<file path="config.mk">
export PLATFORM = sky130hd
export DESIGN_NAME = set_time_ctrl
export DESIGN_NICKNAME = d
export VERILOG_FILES = /design/src/rtl/set_time_pkg.sv /design/src/rtl/btn_debounce.sv /design/src/rtl/set_time_ctrl.sv
export SDC_FILE = /design/constraint.sdc
export NUM_CORES = 1
export LEC_CHECK = 0
export CORE_UTILIZATION = 25
export DETAILED_ROUTE_END_ITERATION = 16
export GPL_TIMING_DRIVEN = 0
export HOLD_SLACK_MARGIN = 0.03
export SLEW_MARGIN = 10
export SYNTH_ARGS = -nofsm -noshare
export SYNTH_HDL_FRONTEND = slang
export SYNTH_HIERARCHICAL = 1
export SYNTH_SLANG_ARGS = --single-unit
</file>
<file path="constraint.sdc">
create_clock -name clk -period 6.35 [get_ports clk]
set_input_delay 1.27 -clock clk [delete_from_list [all_inputs] [get_ports clk]]
set_output_delay 1.27 -clock clk [all_outputs]
set_load 0.005 [all_outputs]
</file>
<file path="src/rtl/set_time_pkg.sv">
// Shared types, digit limits and edit-position encoding for the HH:MM time-setting controller.
package set_time_pkg;

    typedef enum logic [1:0] {
        ST_IDLE   = 2'd0,
        ST_EDIT   = 2'd1,
        ST_COMMIT = 2'd2
    } state_e;

    localparam logic [3:0] HT_MAX    = 4'd2;
    localparam logic [3:0] HU_MAX    = 4'd9;
    localparam logic [3:0] HU_MAX_20 = 4'd3;
    localparam logic [3:0] MT_MAX    = 4'd5;
    localparam logic [3:0] MU_MAX    = 4'd9;

    localparam logic [1:0] POS_HT = 2'd3;
    localparam logic [1:0] POS_HU = 2'd2;
    localparam logic [1:0] POS_MT = 2'd1;
    localparam logic [1:0] POS_MU = 2'd0;

    // Hours units are capped at 3 once hours tens reaches 2 (no 24:xx and above).
    function automatic logic [3:0] digit_max(input logic [1:0] pos, input logic [3:0] ht);
        logic [3:0] lim;
        case (pos)
            POS_HT:  lim = HT_MAX;
            POS_HU:  lim = (ht == HT_MAX) ? HU_MAX_20 : HU_MAX;
            POS_MT:  lim = MT_MAX;
            default: lim = MU_MAX;
        endcase
        return lim;
    endfunction

    function automatic logic [3:0] clip_digit(input logic [3:0] d, input logic [3:0] lim);
        return (d > lim) ? 4'd0 : d;
    endfunction

endpackage

</file>
<file path="src/rtl/btn_debounce.sv">
// Raw button conditioning: 2-FF synchronizer, stability counter and registered rising-edge pulse.
module btn_debounce #(
    parameter int unsigned DEBOUNCE_CYCLES = 16
) (
    input  logic clk,
    input  logic reset_,
    input  logic btn_i,
    output logic press_o
);

    localparam int unsigned CntW = $clog2(DEBOUNCE_CYCLES + 1);
    localparam logic [CntW-1:0] CntLast = CntW'(DEBOUNCE_CYCLES - 1);

    logic            sync1_q, sync2_q;
    logic            level_d, level_q;
    logic            level_prev_q;
    logic [CntW-1:0] cnt_d, cnt_q;
    logic            pulse_d, pulse_q;

    always_comb begin
        cnt_d   = '0;
        level_d = level_q;
        // Any sample matching the accepted level restarts the stability count.
        if (sync2_q != level_q) begin
            if (cnt_q == CntLast) begin
                level_d = ~level_q;
            end else begin
                cnt_d = cnt_q + CntW'(1);
            end
        end
        pulse_d = level_q & ~level_prev_q;
    end

    always_ff @(posedge clk or negedge reset_) begin
        if (!reset_) begin
            sync1_q      <= 1'b0;
            sync2_q      <= 1'b0;
            level_q      <= 1'b0;
            level_prev_q <= 1'b0;
            cnt_q        <= '0;
            pulse_q      <= 1'b0;
        end else begin
            sync1_q      <= btn_i;
            sync2_q      <= sync1_q;
            level_q      <= level_d;
            level_prev_q <= level_q;
            cnt_q        <= cnt_d;
            pulse_q      <= pulse_d;
        end
    end

    assign press_o = pulse_q;

endmodule

</file>
<file path="src/rtl/set_time_ctrl.sv">
// Button-driven HH:MM edit controller: snapshots the running time, edits it digit by digit,
// and strobes load to commit the edited digits.
module set_time_ctrl
    import set_time_pkg::*;
#(
    parameter int unsigned DEBOUNCE_CYCLES = 16
) (
    input  logic       clk,
    input  logic       reset_,
    input  logic       btn_mode,
    input  logic       btn_next,
    input  logic       btn_inc,
    input  logic [3:0] Dig0,
    input  logic [3:0] Dig1,
    input  logic [3:0] Dig2,
    input  logic [3:0] Dig3,
    output logic [3:0] DigB0,
    output logic [3:0] DigB1,
    output logic [3:0] DigB2,
    output logic [3:0] DigB3,
    output logic       prg,
    output logic [1:0] edit_pos,
    output logic       load
);

    logic mode_p, next_p, inc_p;

    btn_debounce #(.DEBOUNCE_CYCLES(DEBOUNCE_CYCLES)) u_db_mode (
        .clk     (clk),
        .reset_  (reset_),
        .btn_i   (btn_mode),
        .press_o (mode_p)
    );

    btn_debounce #(.DEBOUNCE_CYCLES(DEBOUNCE_CYCLES)) u_db_next (
        .clk     (clk),
        .reset_  (reset_),
        .btn_i   (btn_next),
        .press_o (next_p)
    );

    btn_debounce #(.DEBOUNCE_CYCLES(DEBOUNCE_CYCLES)) u_db_inc (
        .clk     (clk),
        .reset_  (reset_),
        .btn_i   (btn_inc),
        .press_o (inc_p)
    );

    state_e           state_d, state_q;
    logic [1:0]       pos_d, pos_q;
    logic [3:0][3:0]  digb_d, digb_q;
    logic             prg_d, prg_q;
    logic             load_d, load_q;
    logic [3:0]       sel_digit;
    logic [3:0]       sel_max;

    assign sel_digit = digb_q[pos_q];
    assign sel_max   = digit_max(pos_q, digb_q[POS_HT]);

    always_comb begin
        state_d = state_q;
        pos_d   = pos_q;
        digb_d  = digb_q;
        unique case (state_q)
            ST_IDLE: begin
                if (mode_p) begin
                    state_d        = ST_EDIT;
                    pos_d          = POS_HT;
                    digb_d[POS_HT] = clip_digit(Dig3, HT_MAX);
                    digb_d[POS_HU] = clip_digit(Dig2, digit_max(POS_HU, digb_d[POS_HT]));
                    digb_d[POS_MT] = clip_digit(Dig1, MT_MAX);
                    digb_d[POS_MU] = clip_digit(Dig0, MU_MAX);
                end
            end
            ST_EDIT: begin
                if (mode_p) begin
                    state_d = ST_IDLE;
                    pos_d   = POS_HT;
                end else if (next_p) begin
                    if (pos_q == POS_MU) begin
                        state_d = ST_COMMIT;
                        pos_d   = POS_HT;
                    end else begin
                        pos_d = pos_q - 2'd1;
                    end
                end else if (inc_p) begin
                    digb_d[pos_q] = (sel_digit >= sel_max) ? 4'd0 : sel_digit + 4'd1;
                    // Stepping hours tens to 2 must pull an over-range hours units back to 3.
                    if ((pos_q == POS_HT) && (digb_d[POS_HT] == HT_MAX) &&
                        (digb_q[POS_HU] > HU_MAX_20)) begin
                        digb_d[POS_HU] = HU_MAX_20;
                    end
                end
            end
            ST_COMMIT: begin
                state_d = ST_IDLE;
            end
            default: begin
                state_d = ST_IDLE;
                pos_d   = POS_HT;
            end
        endcase
        prg_d  = (state_d == ST_EDIT);
        load_d = (state_d == ST_COMMIT);
    end

    always_ff @(posedge clk or negedge reset_) begin
        if (!reset_) begin
            state_q <= ST_IDLE;
            pos_q   <= POS_HT;
            digb_q  <= '0;
            prg_q   <= 1'b0;
            load_q  <= 1'b0;
        end else begin
            state_q <= state_d;
            pos_q   <= pos_d;
            digb_q  <= digb_d;
            prg_q   <= prg_d;
            load_q  <= load_d;
        end
    end

    assign DigB0    = digb_q[POS_MU];
    assign DigB1    = digb_q[POS_MT];
    assign DigB2    = digb_q[POS_HU];
    assign DigB3    = digb_q[POS_HT];
    assign prg      = prg_q;
    assign edit_pos = pos_q;
    assign load     = load_q;

endmodule

</file>
# Yosys cells after proc, flatten, opt, wreduce, memory -nomap -nowiden
# Cells that the tools add are included.
[totals]
reg_bits = 52
in_bits = 21
[op_classes]
add_sub_neg = 5
n_lt_le_gt_ge = 8
n_eq_ne = 21
n_mux = 37
bitwise_logic = 10
reduce_logical = 11
[ops]
columns = ["operator", "count"]
rows = [
  ["two-way mux 16 bit", 4],
  ["two-way mux 4 bit", 12],
  ["one-hot mux 16 bit (2 select lines)", 1],
  ["two-way mux 5 bit", 6],
  ["bitwise mux 16 bit", 1],
  ["two-way mux 2 bit", 8],
  ["adder 5 x 1 -> 5 bit (second input constant)", 3],
  ["equality test 5 x 4 -> 1 bit (second input constant)", 3],
  ["equality test 4 x 2 -> 1 bit (second input constant)", 3],
  ["one-hot mux 4 bit (3 select lines)", 1],
  ["binary-select mux 4 bit (select 2 bit)", 1],
  ["demux 4 bit (select 2 bit)", 1],
  ["equality test 2 bit (second input constant)", 4],
  ["greater-than comparator 4 x 2 -> 1 bit (second input constant)", 2],
  ["NOT 1 bit", 7],
  ["equality test 2 x 1 -> 1 bit (second input constant)", 3],
  ["one-hot mux 2 bit (3 select lines)", 1],
  ["AND reduction 2 bit", 3],
  ["AND reduction 5 bit", 1],
  ["adder 4 x 1 -> 4 bit (second input constant)", 1],
  ["greater-or-equal comparator 4 bit", 1],
  ["greater-than comparator 4 x 3 -> 1 bit (second input constant)", 1],
  ["greater-than comparator 4 bit", 1],
  ["greater-than comparator 4 bit (second input constant)", 1],
  ["13 further kinds", 22],
]

# Logic depth before layout (Yosys ltp)
[logic_depth]
ltp_word = 14
ltp_mapped = 12
depth_no_buf = 10

# Modules after synthesis
# The synthesis kept the hierarchy.
[modules_own_cells]
columns = ["module", "n_inst", "cells_per_inst", "area_per_inst_um2", "seq_area_each_um2"]
rows = [
  ["set_time_ctrl", 1, 163, 1581.5, 553.0],
  ["btn_debounce", 3, 26, 365.4, 250.2],
]

# Worst setup path after synthesis
# OpenSTA, ideal clock, no wires.
[synth_timing]
path_kind = "reg2reg"
from = "register pos_q[0] (netlist: edit_pos[0])"
to = "register digb_q, in the netlist DigB2[2]"
setup_ns = 0.126
arrival_time_ns = 3.125
path_slack_ns = 3.099
path_stages_with_launch = 11
path_buffers = 1
path_cell_list = "dfstp_2 -> buf_6 -> mux4_2 -> inv_1 -> ha_1 -> nand2b_1 -> a211o_1 -> a2111o_1 -> nor4_4 -> a211oi_1 -> o32a_1"
[synth_via]
elab_chain_len = 13
[synth_rtl]
columns = ["item", "line", "source"]
rows = [
  ["from (decl)", "set_time_ctrl.sv:50", "logic [1:0] pos_d, pos_q;"],
  ["from (signal assigned)", "set_time_ctrl.sv:116", "pos_q <= pos_d;"],
  ["binary-select mux 4 bit (select 2 bit) (tied with other cells)", "set_time_ctrl.sv:57", "assign sel_digit = digb_q[pos_q];"],
  ["two-way mux 4 bit (not written as such) (tied with other cells)", "set_time_ctrl.sv:57", ""],
  ["adder 4 x 1 -> 4 bit (tied with other cells)", "set_time_ctrl.sv:87", "digb_d[pos_q] = (sel_digit >= sel_max) ? 4'd0 : sel_digit + 4'd1;"],
  ["two-way mux 4 bit or demux 4 bit (select 2 bit) (tied branches)", "set_time_ctrl.sv:87", ""],
  ["bitwise mux 16 bit", "set_time_ctrl.sv:87", ""],
  ["equality test 4 x 2 -> 1 bit", "set_time_ctrl.sv:89", "if ((pos_q == POS_HT) && (digb_d[POS_HT] == HT_MAX) &&"],
  ["logical AND 1 bit (2 in a row)", "set_time_ctrl.sv:89", ""],
  ["two-way mux 4 bit (*)", "set_time_ctrl.sv:89", ""],
  ["two-way mux 16 bit (*)", "set_time_ctrl.sv:86", "end else if (inc_p) begin"],
  ["two-way mux 16 bit (*)", "set_time_ctrl.sv:79", "end else if (next_p) begin"],
  ["two-way mux 16 bit (*)", "set_time_ctrl.sv:76", "if (mode_p) begin"],
  ["one-hot mux 16 bit (2 select lines) (*)", "set_time_ctrl.sv:64", "unique case (state_q)"],
  ["to (signal assigned)", "set_time_ctrl.sv:117", "digb_q <= digb_d;"],
  ["to (decl)", "set_time_ctrl.sv:51", "logic [3:0][3:0] digb_d, digb_q;"],
]
# Every way passes the cells marked *; elsewhere a longest branch is shown, timed or not. The select of a mux whose other input is x is not followed.
# A chain may end at the register's enable or synchronous reset.

# Final worst setup path
[layout_timing]
from = "register pos_q[1] (netlist: edit_pos[1])"
to = "register digb_q, in the netlist DigB2[2]"
# Same word-level chain as after synthesis.

==> results.ini <==
[sta]
skew_ns=0.0113
tightest_slew_ns=0.812
rsz0062_at_grt=no
slew_viol_final=0
fin_crit_ns=3.43
finalHoldViolCount=0
max_freq_mhz=292
finalSetupViolCount=0
finalSetupTns_ns=0
max-slew-margin-rel=0.451
fin_crit_sh=0.540

[yosys]
yosysUniqueCellTypes=54
syn-cell-area_um2=2680
avgSynthCellArea_um2=11.1
synth_async_sr_flop_share=1.00
ys_ff_latch=52
ys.flop_type=dfrtp_1
syn_inst=241
synth-seq-area-share=0.487
yosys_warnings=6
synth_edf_count=0
syn_nets=277

[power_and_ir_drop]
swShare=0.259
p_sw_uw=159
leakage_nw=1.47
ir_drop_v=0.0000928
finalPower_uw=615
p_comb_frac=0.113
powerDensity_nw_per_um2=183
p_seq_frac=0.566
clockPowerShare=0.321
intPower_uw=456

[grt]
grtUsageTotal=0.111
grt_pass1_vias=1914
overflow=0
grt_antenna_before_repair=0
grt_pass1_wl_um=9740
grt_start_max_net_pins=37

[clock_network]
tritoncts=done
clk_pin_slew_ns=0.11
cts-buffers-inserted=5
cts-resized-gates=0
clk_path_buf_depth=2
ctsHoldBuffers=0
cts-htree-levels=2
cts_setup_buffers=0
root_buffer=clkbuf_8
insertion_delay_ns=0.31
clock-sinks=52

[job]
cap_violations=0

[place]
numPortBuffers=40
place_inst=418
place.gp.congestion=0.843
dp_hpwl_um=4530

[route]
dr.pass1.iters=4
vias=1988
wl_per_cell_um=13.7
wirelength_um=5840
drt-vias-per-instance=4.67
ant_nets=0
post-route-drc-count=0
first_iter_violations=60

[die]
die_area_um2=11100
core_area_um2=10400
die_h_um=105
fp.dieW_um=105
initial_core_util=0.258
ios=41
floorplan.rows=37

[layout]
fin_nets=325
antennaDiodeCount=0
multi_input_area_um2=1260
regArea_um2=1300
final_common_cell=dfrtp_1
fillers=1077
final_util=0.324
area_growth_pct=25.5
layout_common_cells=50 x dfrtp_1, 39 x clkdlybuf4s50_1, 21 x nor2_1
fin_cells=426
drive_above_1_share=0.141

[setup_path]
cp-end-kind=register
critPathMaxFanout=9
critical_path_class=reg2reg
cp_data_arrival_time_ns=3.63
start_kind=register
critical_path_required_ns=6.55

[min_path]
hp-class=reg2reg

[status]
outcome=completed

state kept, by name, indices dropped and copies added, names as in the netlist, 2 cells and up:
name,cells
u_db_inc/cnt_q,5
DigB2,4
edit_pos,2
u_db_next/cnt_q,5
DigB1,4
DigB0,4
state_q,2
DigB3,4
u_db_mode/cnt_q,5
power by group through the flow:
stage / Sequential [mW] / Clock [mW] / Combinational, mW
CTS: 0.348 / 0.206 / 0.0707
finish: 0.348 / 0.197 / 0.0695
global placement: 0.354 / 0 / 0.0678
detailed placement: 0.355 / 0 / 0.0701
global route: 0.350 / 0.220 / 0.0774
floorplan: 0.353 / 0 / 0.0345
layer usage:
layer,vias up,wire length (µm),part of all wire,track usage
li1,971,-,-,-
met1,962,2750,0.47,0.150
met2,50,2740,0.47,0.174
met3,5,296,0.051,0.0278
met4,0,48,0.0082,0.0377
met5,-,0,0,0
through the flow:
| stage | hold WS, ns | instance area [µm²] | setup slack [ns] |
|---|---|---|---|
| floorplan | 0.331 | 2680 | 3.10 |
| global placement | 0.333 | 3250 | 2.44 |
| detailed placement | 0.336 | 3260 | 2.58 |
| CTS | 0.359 | 3360 | 2.90 |
| global route | 0.377 | 3360 | 2.78 |
| finish | 0.357 | 3360 | 2.92 |
critical path, cell delays in order (launching register included):
cell and delay, ns:
dfstp_2 0.66, ha_1 0.18, clkbuf_1 0.32, a21oi_1 0.06, or2_2 0.29, ha_1 0.28
a211o_1 0.31, a2111o_1 0.48, nor4_4 0.37, a211oi_1 0.10, o32a_1 0.29
cell usage after synthesis (3+ instances only):
cell	instances	area share
and3_1	3	0.0070
o21ai_0	18	0.034
nor2_1	21	0.029
nor2b_1	8	0.019
mux2_1	3	0.013
ha_1	15	0.070
and2_1	4	0.0093
inv_1	14	0.020
dfrtp_1	50	0.47
clkbuf_1	3	0.0042
mux4_2	4	0.034
nand3_2	4	0.015
nand2b_1	4	0.0093
a21oi_1	7	0.013
buf_6	3	0.013
nor2_2	3	0.0070
nand3_1	4	0.0075
o21ai_2	3	0.0098
a31oi_1	8	0.019
and3_2	3	0.0084
nand2_1	9	0.013
xor2_1	9	0.029
worst paths after layout:
path / from / end / slack [ns] / cells past startpoint
worst max register to register: edit_pos[1]$_DFFE_PN1P_ / DigB2[2]$_DFFE_PN0P_ / 2.92 / 10
max in group asynchronous: reset_ / edit_pos[0]$_DFFE_PN1P_ / 4.84 / 2
worst min-delay path: u_db_inc/sync1_q$_DFF_PN0_ / u_db_inc/sync2_q$_DFF_PN0_ / 0.36 / 0
min in group asynchronous: reset_ / DigB1[0]$_DFFE_PN0P_ / 0.89 / 1
worst max-delay path: edit_pos[1]$_DFFE_PN1P_ / DigB2[2]$_DFFE_PN0P_ / 2.92 / 10
worst min register to register: u_db_inc/sync1_q$_DFF_PN0_ / u_db_inc/sync2_q$_DFF_PN0_ / 0.36 / 0
cells by family after synthesis:
kind of cell / after synthesis / share of synthesized area
AO/OA/AOI/OAI: 62 / 0.164
XOR/XNOR: 11 / 0.0388
adder cells (fa/ha/maj): 15 / 0.0701
buffers and inverters: 22 / 0.0421
flip-flops: 52 / 0.487
multiplexers: 7 / 0.0463
AND/OR/NAND/NOR: 72 / 0.152
final cells by class:
type,instances,share of cell area
Clock buffer,5,0.0205
Inverter,14,0.0156
Clock inverter,3,0.00819
Buffer,8,0.0179
Sequential cell,52,0.388
Timing Repair Buffer,41,0.124
Tap cell,136,0.0507
Multi-Input combinational cell,167,0.375
(Power assumes the default switching activity.)
